<file path="config.mk">
export PLATFORM = sky130hd
export DESIGN_NAME = aes_mm2s_cntrl_tx
export DESIGN_NICKNAME = d
export VERILOG_FILES = /design/src/rtl/aes_mm2s_cntrl_tx_pkg.sv /design/src/rtl/aes_credit_cnt.sv /design/src/rtl/aes_mm2s_cntrl_tx.sv
export SDC_FILE = /design/constraint.sdc
export NUM_CORES = 1
export LEC_CHECK = 0
export ABC_AREA = 1
export BUFFER_PORTS_ARGS = -buffer_cell sky130_fd_sc_hd__buf_2
export CAP_MARGIN = 10
export CELL_PAD_IN_SITES_DETAIL_PLACEMENT = 1
export CELL_PAD_IN_SITES_GLOBAL_PLACEMENT = 2
export CORE_UTILIZATION = 35
export DETAILED_ROUTE_END_ITERATION = 8
export PLACE_DENSITY_LB_ADDON = 0.12
export SLEW_MARGIN = 15
export SYNTH_ARGS = -nofsm -noshare
export SYNTH_HDL_FRONTEND = slang
export SYNTH_SLANG_ARGS = --single-unit
</file>
<file path="constraint.sdc">
create_clock -name m_axi_mm2s_aclk -period 9.7 [get_ports m_axi_mm2s_aclk]
set_input_delay 0.485 -clock m_axi_mm2s_aclk [delete_from_list [all_inputs] [get_ports m_axi_mm2s_aclk]]
set_output_delay 0.485 -clock m_axi_mm2s_aclk [all_outputs]
set_load 0.005 [all_outputs]
</file>
<file path="src/rtl/aes_mm2s_cntrl_tx_pkg.sv">
// Shared definitions for the MM2S control-stream transmitter: flag word, APP word
// count, FSM states and the APP word selector used by the beat mux.
package aes_mm2s_cntrl_tx_pkg;

   localparam logic [31:0] CNTRL_FLAG      = 32'hA000_0000;
   localparam int          CNTRL_APP_WORDS = 5;
   localparam logic [2:0]  LAST_APP_IDX    = 3'(CNTRL_APP_WORDS - 1);

   typedef enum logic [1:0] {
      ST_IDLE = 2'd0,
      ST_FLAG = 2'd1,
      ST_APP  = 2'd2
   } cntrl_state_t;

   function automatic logic [31:0] app_word(input logic [159:0] hold, input logic [2:0] idx);
      logic [31:0] w;
      case (idx)
         3'd0:    w = hold[31:0];
         3'd1:    w = hold[63:32];
         3'd2:    w = hold[95:64];
         3'd3:    w = hold[127:96];
         3'd4:    w = hold[159:128];
         default: w = 32'h0000_0000;
      endcase
      return w;
   endfunction

endpackage

</file>
<file path="src/rtl/aes_credit_cnt.sv">
// Outstanding-packet counter: up on command accept, down on data-frame end,
// with a look-ahead "below max" compare and a sticky underflow flag.
module aes_credit_cnt #(
   parameter int C_MAX = 4
) (
   input  logic       clk,
   input  logic       rst,
   input  logic       inc,
   input  logic       dec,
   output logic [3:0] cnt,
   output logic       below_max_next,
   output logic       underflow
);

   localparam logic [3:0] MAX_CNT = 4'(C_MAX);

   logic [3:0] cnt_nxt;
   logic       underflow_nxt;

   // A simultaneous inc and dec cancel, even at zero, so no underflow is flagged then.
   always_comb begin
      cnt_nxt       = cnt;
      underflow_nxt = underflow;
      if (inc && !dec) begin
         cnt_nxt = cnt + 4'd1;
      end else if (dec && !inc) begin
         if (cnt == 4'd0) begin
            underflow_nxt = 1'b1;
         end else begin
            cnt_nxt = cnt - 4'd1;
         end
      end else begin
         cnt_nxt = cnt;
      end
   end

   assign below_max_next = (cnt_nxt < MAX_CNT);

   always_ff @(posedge clk or posedge rst) begin
      if (rst) begin
         cnt       <= 4'd0;
         underflow <= 1'b0;
      end else begin
         cnt       <= cnt_nxt;
         underflow <= underflow_nxt;
      end
   end

endmodule

</file>
<file path="src/rtl/aes_mm2s_cntrl_tx.sv">
// MM2S control-stream transmitter: one 6-beat packet (flag + APP0..APP4) per accepted
// command, throttled by the number of packets still waiting for their data frame.
module aes_mm2s_cntrl_tx
   import aes_mm2s_cntrl_tx_pkg::*;
#(
   parameter int C_M_AXIS_MM2S_CNTRL_TDATA_WIDTH = 32,
   parameter int C_MAX_OUTSTANDING               = 4
) (
   input  logic                                         m_axi_mm2s_aclk,
   input  logic                                         mm2s_cntrl_reset,
   input  logic                                         cmd_valid,
   output logic                                         cmd_ready,
   input  logic [159:0]                                 cmd_app,
   output logic [C_M_AXIS_MM2S_CNTRL_TDATA_WIDTH-1:0]   m_axis_mm2s_cntrl_tdata,
   output logic [C_M_AXIS_MM2S_CNTRL_TDATA_WIDTH/8-1:0] m_axis_mm2s_cntrl_tkeep,
   output logic                                         m_axis_mm2s_cntrl_tvalid,
   output logic                                         m_axis_mm2s_cntrl_tlast,
   input  logic                                         m_axis_mm2s_cntrl_tready,
   input  logic                                         m_axis_mm2s_tvalid,
   input  logic                                         m_axis_mm2s_tready,
   input  logic                                         m_axis_mm2s_tlast,
   output logic [3:0]                                   outstanding,
   output logic                                         busy,
   output logic                                         err_underflow
);

   localparam int W = C_M_AXIS_MM2S_CNTRL_TDATA_WIDTH;

   cntrl_state_t state_r, state_nxt;
   logic [2:0]   idx_r, idx_nxt;
   logic [159:0] hold_r, hold_nxt;
   logic [W-1:0] tdata_r, tdata_nxt;
   logic         tvalid_r, tvalid_nxt;
   logic         tlast_r, tlast_nxt;
   logic         cmd_ready_r, cmd_ready_nxt;
   logic         busy_r, busy_nxt;
   logic         accept_s, frame_end_s, below_max_next_s;

   // cmd_ready_r is only ever high in IDLE, so it alone qualifies an accept.
   assign accept_s    = cmd_valid && cmd_ready_r;
   assign frame_end_s = m_axis_mm2s_tvalid && m_axis_mm2s_tready && m_axis_mm2s_tlast;

   aes_credit_cnt #(.C_MAX(C_MAX_OUTSTANDING)) u_credit (
      .clk            (m_axi_mm2s_aclk),
      .rst            (mm2s_cntrl_reset),
      .inc            (accept_s),
      .dec            (frame_end_s),
      .cnt            (outstanding),
      .below_max_next (below_max_next_s),
      .underflow      (err_underflow)
   );

   always_comb begin
      state_nxt  = state_r;
      idx_nxt    = idx_r;
      hold_nxt   = hold_r;
      tdata_nxt  = tdata_r;
      tvalid_nxt = tvalid_r;
      tlast_nxt  = tlast_r;
      case (state_r)
         ST_IDLE: begin
            if (accept_s) begin
               hold_nxt   = cmd_app;
               state_nxt  = ST_FLAG;
               tvalid_nxt = 1'b1;
               tdata_nxt  = CNTRL_FLAG;
               tlast_nxt  = 1'b0;
            end else begin
               tvalid_nxt = 1'b0;
            end
         end
         ST_FLAG: begin
            if (m_axis_mm2s_cntrl_tready) begin
               state_nxt = ST_APP;
               idx_nxt   = 3'd0;
               tdata_nxt = app_word(hold_r, 3'd0);
               tlast_nxt = (LAST_APP_IDX == 3'd0);
            end else begin
               state_nxt = ST_FLAG;
            end
         end
         ST_APP: begin
            if (m_axis_mm2s_cntrl_tready) begin
               if (idx_r == LAST_APP_IDX) begin
                  state_nxt  = ST_IDLE;
                  idx_nxt    = 3'd0;
                  tvalid_nxt = 1'b0;
                  tlast_nxt  = 1'b0;
                  tdata_nxt  = {W{1'b0}};
               end else begin
                  idx_nxt   = idx_r + 3'd1;
                  tdata_nxt = app_word(hold_r, idx_r + 3'd1);
                  tlast_nxt = ((idx_r + 3'd1) == LAST_APP_IDX);
               end
            end else begin
               state_nxt = ST_APP;
            end
         end
         default: begin
            state_nxt  = ST_IDLE;
            tvalid_nxt = 1'b0;
            tlast_nxt  = 1'b0;
         end
      endcase
      cmd_ready_nxt = (state_nxt == ST_IDLE) && below_max_next_s;
      busy_nxt      = (state_nxt != ST_IDLE);
   end

   always_ff @(posedge m_axi_mm2s_aclk or posedge mm2s_cntrl_reset) begin
      if (mm2s_cntrl_reset) begin
         state_r     <= ST_IDLE;
         idx_r       <= 3'd0;
         hold_r      <= 160'h0;
         tdata_r     <= {W{1'b0}};
         tvalid_r    <= 1'b0;
         tlast_r     <= 1'b0;
         cmd_ready_r <= 1'b0;
         busy_r      <= 1'b0;
      end else begin
         state_r     <= state_nxt;
         idx_r       <= idx_nxt;
         hold_r      <= hold_nxt;
         tdata_r     <= tdata_nxt;
         tvalid_r    <= tvalid_nxt;
         tlast_r     <= tlast_nxt;
         cmd_ready_r <= cmd_ready_nxt;
         busy_r      <= busy_nxt;
      end
   end

   assign m_axis_mm2s_cntrl_tdata  = tdata_r;
   assign m_axis_mm2s_cntrl_tkeep  = {(W/8){1'b1}};
   assign m_axis_mm2s_cntrl_tvalid = tvalid_r;
   assign m_axis_mm2s_cntrl_tlast  = tlast_r;
   assign cmd_ready                = cmd_ready_r;
   assign busy                     = busy_r;

endmodule
</file>
==> impl_results.md, run 1 <==
- Status: finished clean
- Total wire length: 29.6 mm
- Worst skew pair latency: 0.52 ns
- Vias/cell: 4.72
- Final cell count without fillers: 1703
- Nets: 1484
- Top Ports: 212
- Final Hold Vio Count: 0
- Post-synth top area share: 51.4%
- Simple-gate share of the synthesized area: 22.6%
- Mux cell area share after synthesis: 14.4%
- Tcrit/Tclk final: 34.8%
- Most frequent cells in the layout: 348 x nand2_1, 207 x buf_2, 206 x dfrtp_1
- CTS clk-pin slew, worst paths: 0.06 ns
- Hold Path Class: in2async
- Post-synthesis xor/xnor area fraction: 0.262%
- Setup repair bufs after CTS: 0
- Worst VDD drop: 136 µV
- Gr usage total: 20.8%
- Final critical-path required period: 3.37 ns
- Initial Utilization: 35.8%
- Slew Limit Headroom: 31.9%
- Area Overhead vs Synth: 20.9%
- # hold bufs at CTS: 0
- IO buf count: 207
- Share of cells above drive strength 1: 30.0%
- CP max FO: 85
- Top area cells in the synthesized netlist: dfrtp_1 51%, mux2_2 14%, nand2_1 13%, nand3_1 4.9%, nor2_1 3.9%
- Post-synthesis adder-cell area fraction: 1.75%
- Cells after Synth: 1123
- Drt first pass iters: 4
- Async set or reset register ratio after synthesis: 100%
- GR Overflow Total: 0
- Die X: 171 µm
- Mapped Area: 10000 µm²
- TritonCTS Sinks: 206
- Startpoint types: flip-flop
- Max Cap Violations: 0
- CTS tree: done
- Avg Inst Size Synth: 8.93 µm²
- Site Rows: 61
- Worst Skew: 0.0114 ns
- Area leader, netlist: dfrtp_1
- Commonest non-fill, non-tap cell in the layout: nand2_1
- GPL Wtd Cong: 0.742
- Worst endpoint required time: 10.15 ns
- Final WS setup: 6.33 ns
- Synth Warn #: 0
- Die area: 29300 µm²
- Setup WS pre-CTS: 6.24 ns
- #FFs+latches synth: 206
- Largest family of logic cells by synthesized area: simple AND/OR/NAND/NOR gates
- Post-synth top flop: dfrtp_1
- Routed Antenna Nets: 0
- Global-route wire length before repair: 46.8 mm
- Vias: 8046
- Vias in the first global route: 8399
- Number of flops mapped to enable cells by yosys: 0
- Setup CP Type: reg2reg
- Fill cells: 3361
- Leak Pwr: 0.00650 µW
- Dpl hpwl: 19.5 mm
- RSZ-0062 raised after global routing: no
- Number of remaining DRC errors: 0
- Worst path arrival time: 3.82 ns
- Initial antenna violation count: 7
- Synth Area in Compound Gates: 2.81%
- Number of gates resized after CTS: 0
- Clock Root Buffer: clkbuf_16
- Setup-failing EPs final: 0
- H-tree Lvls: 1
- Core area: 28000 µm²
- DR WL/cell: 17.4 µm
- Cts bufs inserted: 25
- Final slew viol count: 0
- Pwr Total: 3890 µW
- Fin Setup TNS: 0 ns
- Power Density: 321 nW/µm²
- Highest clock rate: 296 MHz
- Die height: 171 µm
- Initial DRC Count: 265
- Cell variety after synth: 27
- Slew @ Worst Pin: 1.02 ns
- Clock buffer depth: 3
- Seq/Total Area, Yosys: 51.4%
- Crit path capture type: flip-flop
- Largest net degree at the start of global routing: 86
- # placed instances: 1654
==> final timing paths <==
kind	startpoint	endpoint	slack, ns	cells after the start
max reg2reg	idx_r[0]	m_axis_mm2s_cntrl_tdata[5]	6.33	12
min reg2reg	u_credit.underflow	u_credit.underflow	0.46	1
max	idx_r[0]	m_axis_mm2s_cntrl_tdata[5]	6.33	12
min	mm2s_cntrl_reset	hold_r[153]	0.05	2
min in group m_axi_mm2s_aclk	cmd_app[122]	hold_r[122]	0.20	2
max in group asynchronous	mm2s_cntrl_reset	hold_r[130]	7.51	4
==> state kept, by name, summed over array words and instances (netlist names) <==
register / count
u_credit.cnt: 4
cmd_ready: 1
state_r: 2
idx_r: 3
hold_r: 160
u_credit.underflow: 1
busy: 1
m_axis_mm2s_cntrl_tlast: 1
m_axis_mm2s_cntrl_tdata: 32
m_axis_mm2s_cntrl_tvalid: 1
==> worst max-delay path: stages, from the launching register on <==
cell and delay [ns]:
dfrtp_1 0.42, ha_1 0.25, inv_1 0.08, nand2_1 0.08, nand2_4 0.73, nand2_2 0.35
nand2_1 0.17, nor2_2 0.06, nor2_4 0.76, nand2_1 0.13, nand2_1 0.10, nand2_1 0.06
nand2_1 0.09
==> kinds of logic after synthesis <==
group | count (synthesis)
simple gates | 561
flops | 206
other cells | 1
xor+xnor | 3
fa+ha+maj | 14
compound gates | 54
mux | 128
buf+inv | 156
==> Yosys cell counts, types with 2 or more instances <==
| master | instances |
|---|---|
| a21oi_1 | 38 |
| nor2_4 | 2 |
| nand3_1 | 99 |
| clkbuf_1 | 15 |
| buf_1 | 4 |
| xor2_1 | 3 |
| ha_1 | 14 |
| dfrtp_1 | 206 |
| buf_4 | 7 |
| buf_2 | 35 |
| nor2_1 | 103 |
| nor2_2 | 2 |
| inv_1 | 91 |
| o211ai_1 | 2 |
| mux2_2 | 128 |
| nand2_1 | 349 |
| nand2_2 | 3 |
| buf_6 | 3 |
| o21ai_1 | 2 |
| o21ai_0 | 10 |
==> metrics by stage <==
step | util, % | instance area [µm²] | hold slack (ns)
after CTS | 43.2 | 12100 | 0.0665
after global routing | 43.2 | 12100 | 0.100
after detailed placement | 40.3 | 11300 | 0.459
after floorplan | - | 10000 | 0.466
final | 43.3 | 12100 | 0.0546
after global placement | 40.3 | 11300 | 0.449
==> layer usage <==
metal | GRT usage (%) | routed length, µm | share of wire [%] | up-vias
met3 | 4.00 | 1510 | 5.1 | 37
met2 | 34.7 | 14200 | 48 | 161
met1 | 28.0 | 13400 | 45 | 3927
met5 | 0 | 23 | 0.078 | -
li1 | - | - | - | 3917
met4 | 4.11 | 471 | 1.6 | 4
==> power by group <==
part | leakage (µW) | total, µW | internal (µW) | switching [µW]
Sequential | 0.00249 | 1520 | 1270 | 242
Combinational | 0.00361 | 1460 | 594 | 861
Clock | 0.000398 | 917 | 555 | 362
==> cell type report <==
cell class	instances	area, µm²	area share [%]
antenna	5	12.5	0.103
inverter	92	353	2.91
clock buffer	42	800	6.60
timing repair buffer	214	1090	8.98
multi-input combinational	764	4230	34.9
tap	378	473	3.90
sequential	206	5150	42.5
clock inverter	2	12.5	0.103
Note: power is estimated with default switching activity, not from simulation.
==> run 2: changes to the inputs <==
--- a/config.mk
+++ b/config.mk
@@ -5,12 +5,12 @@
 export SDC_FILE = /design/constraint.sdc
 export NUM_CORES = 1
 export LEC_CHECK = 0
-export ABC_AREA = 1
+export ABC_AREA = 0
 export BUFFER_PORTS_ARGS = -buffer_cell sky130_fd_sc_hd__buf_2
 export CAP_MARGIN = 10
 export CELL_PAD_IN_SITES_DETAIL_PLACEMENT = 1
 export CELL_PAD_IN_SITES_GLOBAL_PLACEMENT = 2
-export CORE_UTILIZATION = 35
+export CORE_UTILIZATION = 32
 export DETAILED_ROUTE_END_ITERATION = 8
 export PLACE_DENSITY_LB_ADDON = 0.12
 export SLEW_MARGIN = 15
==> constraint.sdc (replaced) <==
create_clock -name m_axi_mm2s_aclk -period 3 [get_ports m_axi_mm2s_aclk]
set_input_delay 0.15 -clock m_axi_mm2s_aclk [delete_from_list [all_inputs] [get_ports m_axi_mm2s_aclk]]
set_output_delay 0.15 -clock m_axi_mm2s_aclk [all_outputs]
set_load 0.005 [all_outputs]
==> run 2 against run 1 <==
  * Routed wire length grew 3.0%
  * Cell count shrank 12%
  * Register-to-register slack lost 5.7 ns
  * Non-clock buffer count grew 173
  * Synthesized area shrank 6.7%
  * Clock-buffer cell count is the same
  * Hold slack gained 0.078 ns
  * Synthesized cell count shrank 34%
  * Worst setup slack lost 5.7 ns
  * Critical path type unchanged
  * Critical endpoint is now hold_r[120]
  * Largest cell class unchanged
  * Largest power group is now combinational cells
==> impl_results.md, run 2 <==
- Initial DRC Count: 336 (+27%)
- Crit path capture type: flip-flop
- Leak Pwr: 0.00582 µW (-10%)
- Post-synthesis xor/xnor area fraction: 0.267% (+0.0053 points)
- WHS: 0.132 ns (+0.0778 ns)
- Vias in the first global route: 8464 (+0.77%)
- Count leader, synth: dfrtp_1
- TritonCTS Sinks: 206 (unchanged)
- #FFs+latches synth: 206 (unchanged)
- Vias: 7581 (-5.8%)
- Max FFs per register: 160 (unchanged)
- Die height: 173 µm (+1.0%)
- Worst skew pair latency: 0.52 ns (about the same)
- CP max FO: 60 (-29%)
- Final slew viol count: 0 (unchanged)
- Commonest non-fill, non-tap cell in the layout: buf_2
- Setup-failing EPs final: 0 (unchanged)
- Seq/Total Area, Yosys: 55.1% (+3.7 points)
- Gr usage total: 20.7% (-0.12 points)
- Number of remaining DRC errors: 0 (unchanged)
- Cells after Synth: 739 (-34%)
- Setup repair bufs after CTS: 0 (unchanged)
- Final cell count without fillers: 1497 (-12%)
- Highest clock rate: 422 MHz (+42%)
- Share of cells above drive strength 1: 39.5% (+9.5 points)
- Clock Root Buffer: clkbuf_16
- Most frequent cells in the layout: 207 x buf_2, 206 x dfrtp_1, 162 x mux2_2, 162 x dlygate4sd3_1, 72 x nand2_1
- Slew Limit Headroom: 41.4% (+9.5 points)
- Post-synth top area share: 55.1% (+3.7 points)
- Initial antenna violation count: 1 (-6)
- IO buf count: 207 (unchanged)
- # placed instances: 1289 (-22%)
- Mapped Area: 9360 µm² (-6.7%)
- Top area cells in the synthesized netlist: dfrtp_1 55%, mux2_2 19%, a22oi_1 5.1%, a32oi_1 2.9%, nand2_1 2.9%
- Worst path arrival time: 2.76 ns (-1.06 ns)
- Dpl hpwl: 18.6 mm (-4.9%)
- Async set or reset register ratio after synthesis: 100% (unchanged)
- Clock buffer depth: 3 (unchanged)
- Worst endpoint required time: 3.39 ns (-6.76 ns)
- Avg Inst Size Synth: 12.7 µm² (+42%)
- Setup CP Type: reg2reg
- Most flops, register: hold_r
- Simple-gate share of the synthesized area: 6.03% (-17 points)
- DR WL/cell: 20.4 µm (+17%)
- H-tree Lvls: 1 (unchanged)
- Seq. cell area: 5150 µm² (unchanged)
- Final critical-path required period: 2.37 ns (-1.01 ns)
- Area leader, netlist: dfrtp_1
- Synth Warn #: 0 (unchanged)
- Largest net degree at the start of global routing: 89 (+3.5%)
- Top Ports: 212 (unchanged)
- GPL Wtd Cong: 0.753 (+1.6%)
- Die area: 29900 µm² (+2.1%)
- Worst VDD drop: 495 µV (+260%)
- Inserted Diodes: 0 (-5)
- Global-route wire length before repair: 48.7 mm (+4.0%)
- Core area: 28700 µm² (+2.5%)
- Total wire length: 30.5 mm (+3.0%)
- Nets: 1276 (-14%)
- Largest family of logic cells by synthesized area: multiplexers
- Die X: 173 µm (+1.0%)
- Drt first pass iters: 5 (+1)
- Commonest cells in the netlist: 206 x dfrtp_1, 162 x mux2_2, 72 x nand2_1
- Slew @ Worst Pin: 0.879 ns (-0.140 ns)
- Post-synthesis adder-cell area fraction: 1.87% (+0.12 points)
- Multi-input logic area: 3880 µm² (-8.2%)
- Routed Antenna Nets: 0 (unchanged)
- Synth Area in Compound Gates: 13.1% (+10 points)
- Hold Path Class: in2reg
- Initial Utilization: 32.6% (-3.2 points)
- Tcrit/Tclk final: 78.9% (+44 points)
- Mux cell area share after synthesis: 19.6% (+5.2 points)
- CTS tree: done
- CTS clk-pin slew, worst paths: 0.05 ns (about the same)
- Vias/cell: 5.06 (+7.2%)
- Startpoint types: flip-flop
- Fin Setup TNS: 0 ns (unchanged)
- Site Rows: 62 (+1.6%)
- Max Cap Violations: 0 (unchanged)
- Area Overhead vs Synth: 41.5%
- Cts bufs inserted: 26 (+4.0%)
- Post-layout util: 46.1% (+2.9 points)
- Number of flops mapped to enable cells by yosys: 0 (unchanged)
- Final Hold Vio Count: 0 (unchanged)
- Fill cells: 3104 (-7.6%)
- Power Density: 965 nW/µm² (+200%)
- Final Instance Area: 13200 µm² (+9.3%)
- Worst Skew: 0.0231 ns (+0.0117 ns)
- GR Overflow Total: 0 (unchanged)
- Cell variety after synth: 49 (+81%)
- Status: finished clean
- RSZ-0062 raised after global routing: no
- Placed Instance Area: 10800 µm² (-4.3%)
- Post-synth top flop: dfrtp_1
==> run 2: path summary, 6_finish.rpt <==
kind / cells after the start / start / slack [ns] / to
max in group asynchronous: 4 / mm2s_cntrl_reset / 1.82 / hold_r[127]
min in group asynchronous: 3 / mm2s_cntrl_reset / 0.25 / m_axis_mm2s_cntrl_tdata[5]
min: 5 / m_axis_mm2s_tready / 0.13 / u_credit.cnt[0]
max reg2reg: 5 / state_r[0] / 0.63 / hold_r[120]
min reg2reg: 1 / u_credit.underflow / 0.46 / u_credit.underflow
max: 5 / state_r[0] / 0.63 / hold_r[120]
==> run 2: final cells by class <==
cell class	instances	share of cell area, %
Sequential cell	206	38.9
Multi-Input combinational cell	464	29.3
Timing Repair Buffer	387	21.7
Clock buffer	42	5.91
Tap cell	384	3.63
Inverter	10	0.312
Clock inverter	4	0.189
==> run 2: power breakdown <==
group | leakage, µW | internal (µW) | switching (µW)
sequential | 0.00252 | 4070 | 819
combinational | 0.00292 | 2390 | 2600
clock | 0.000389 | 1770 | 1140
==> run 2: worst max-delay path: stages (launching register included) <==
cell and delay (ns):
dfrtp_1 0.44, inv_1 0.12, ha_1 0.27, and3_4 0.62
buf_12 0.37, mux2_2 0.38
==> run 2: cells by family after synthesis <==
group                      Yosys count
buffers and inverters               72
other                                1
and+or+nand+nor                    126
DFF                                206
xor gates and xnor gates             2
muxes                              163
adders and majority gates           14
AOI/OAI and AO/OA                  155
==> run 2: through the flow <==
stage | setup slack (ns) | total power, µW
after floorplan | 0.178 | 8110
after global placement | 0.734 | 9560
after detailed placement | 0.624 | 9800
after CTS | 0.627 | 13000
after global routing | 0.489 | 13700
final | 0.633 | 12800
==> run 2: timing repair <==
action	CTS	global route
endpoints found under the hold margin	183	0
hold buffers	162	0
resized for setup	0	0
==> run 2: layer usage <==
layer	vias up	wire length (µm)	GRT usage, %
met4	2	558	4.42
met3	42	1250	3.34
met5	-	13	0
li1	3451	-	-
met1	3883	13600	27.4
met2	203	15000	35.4
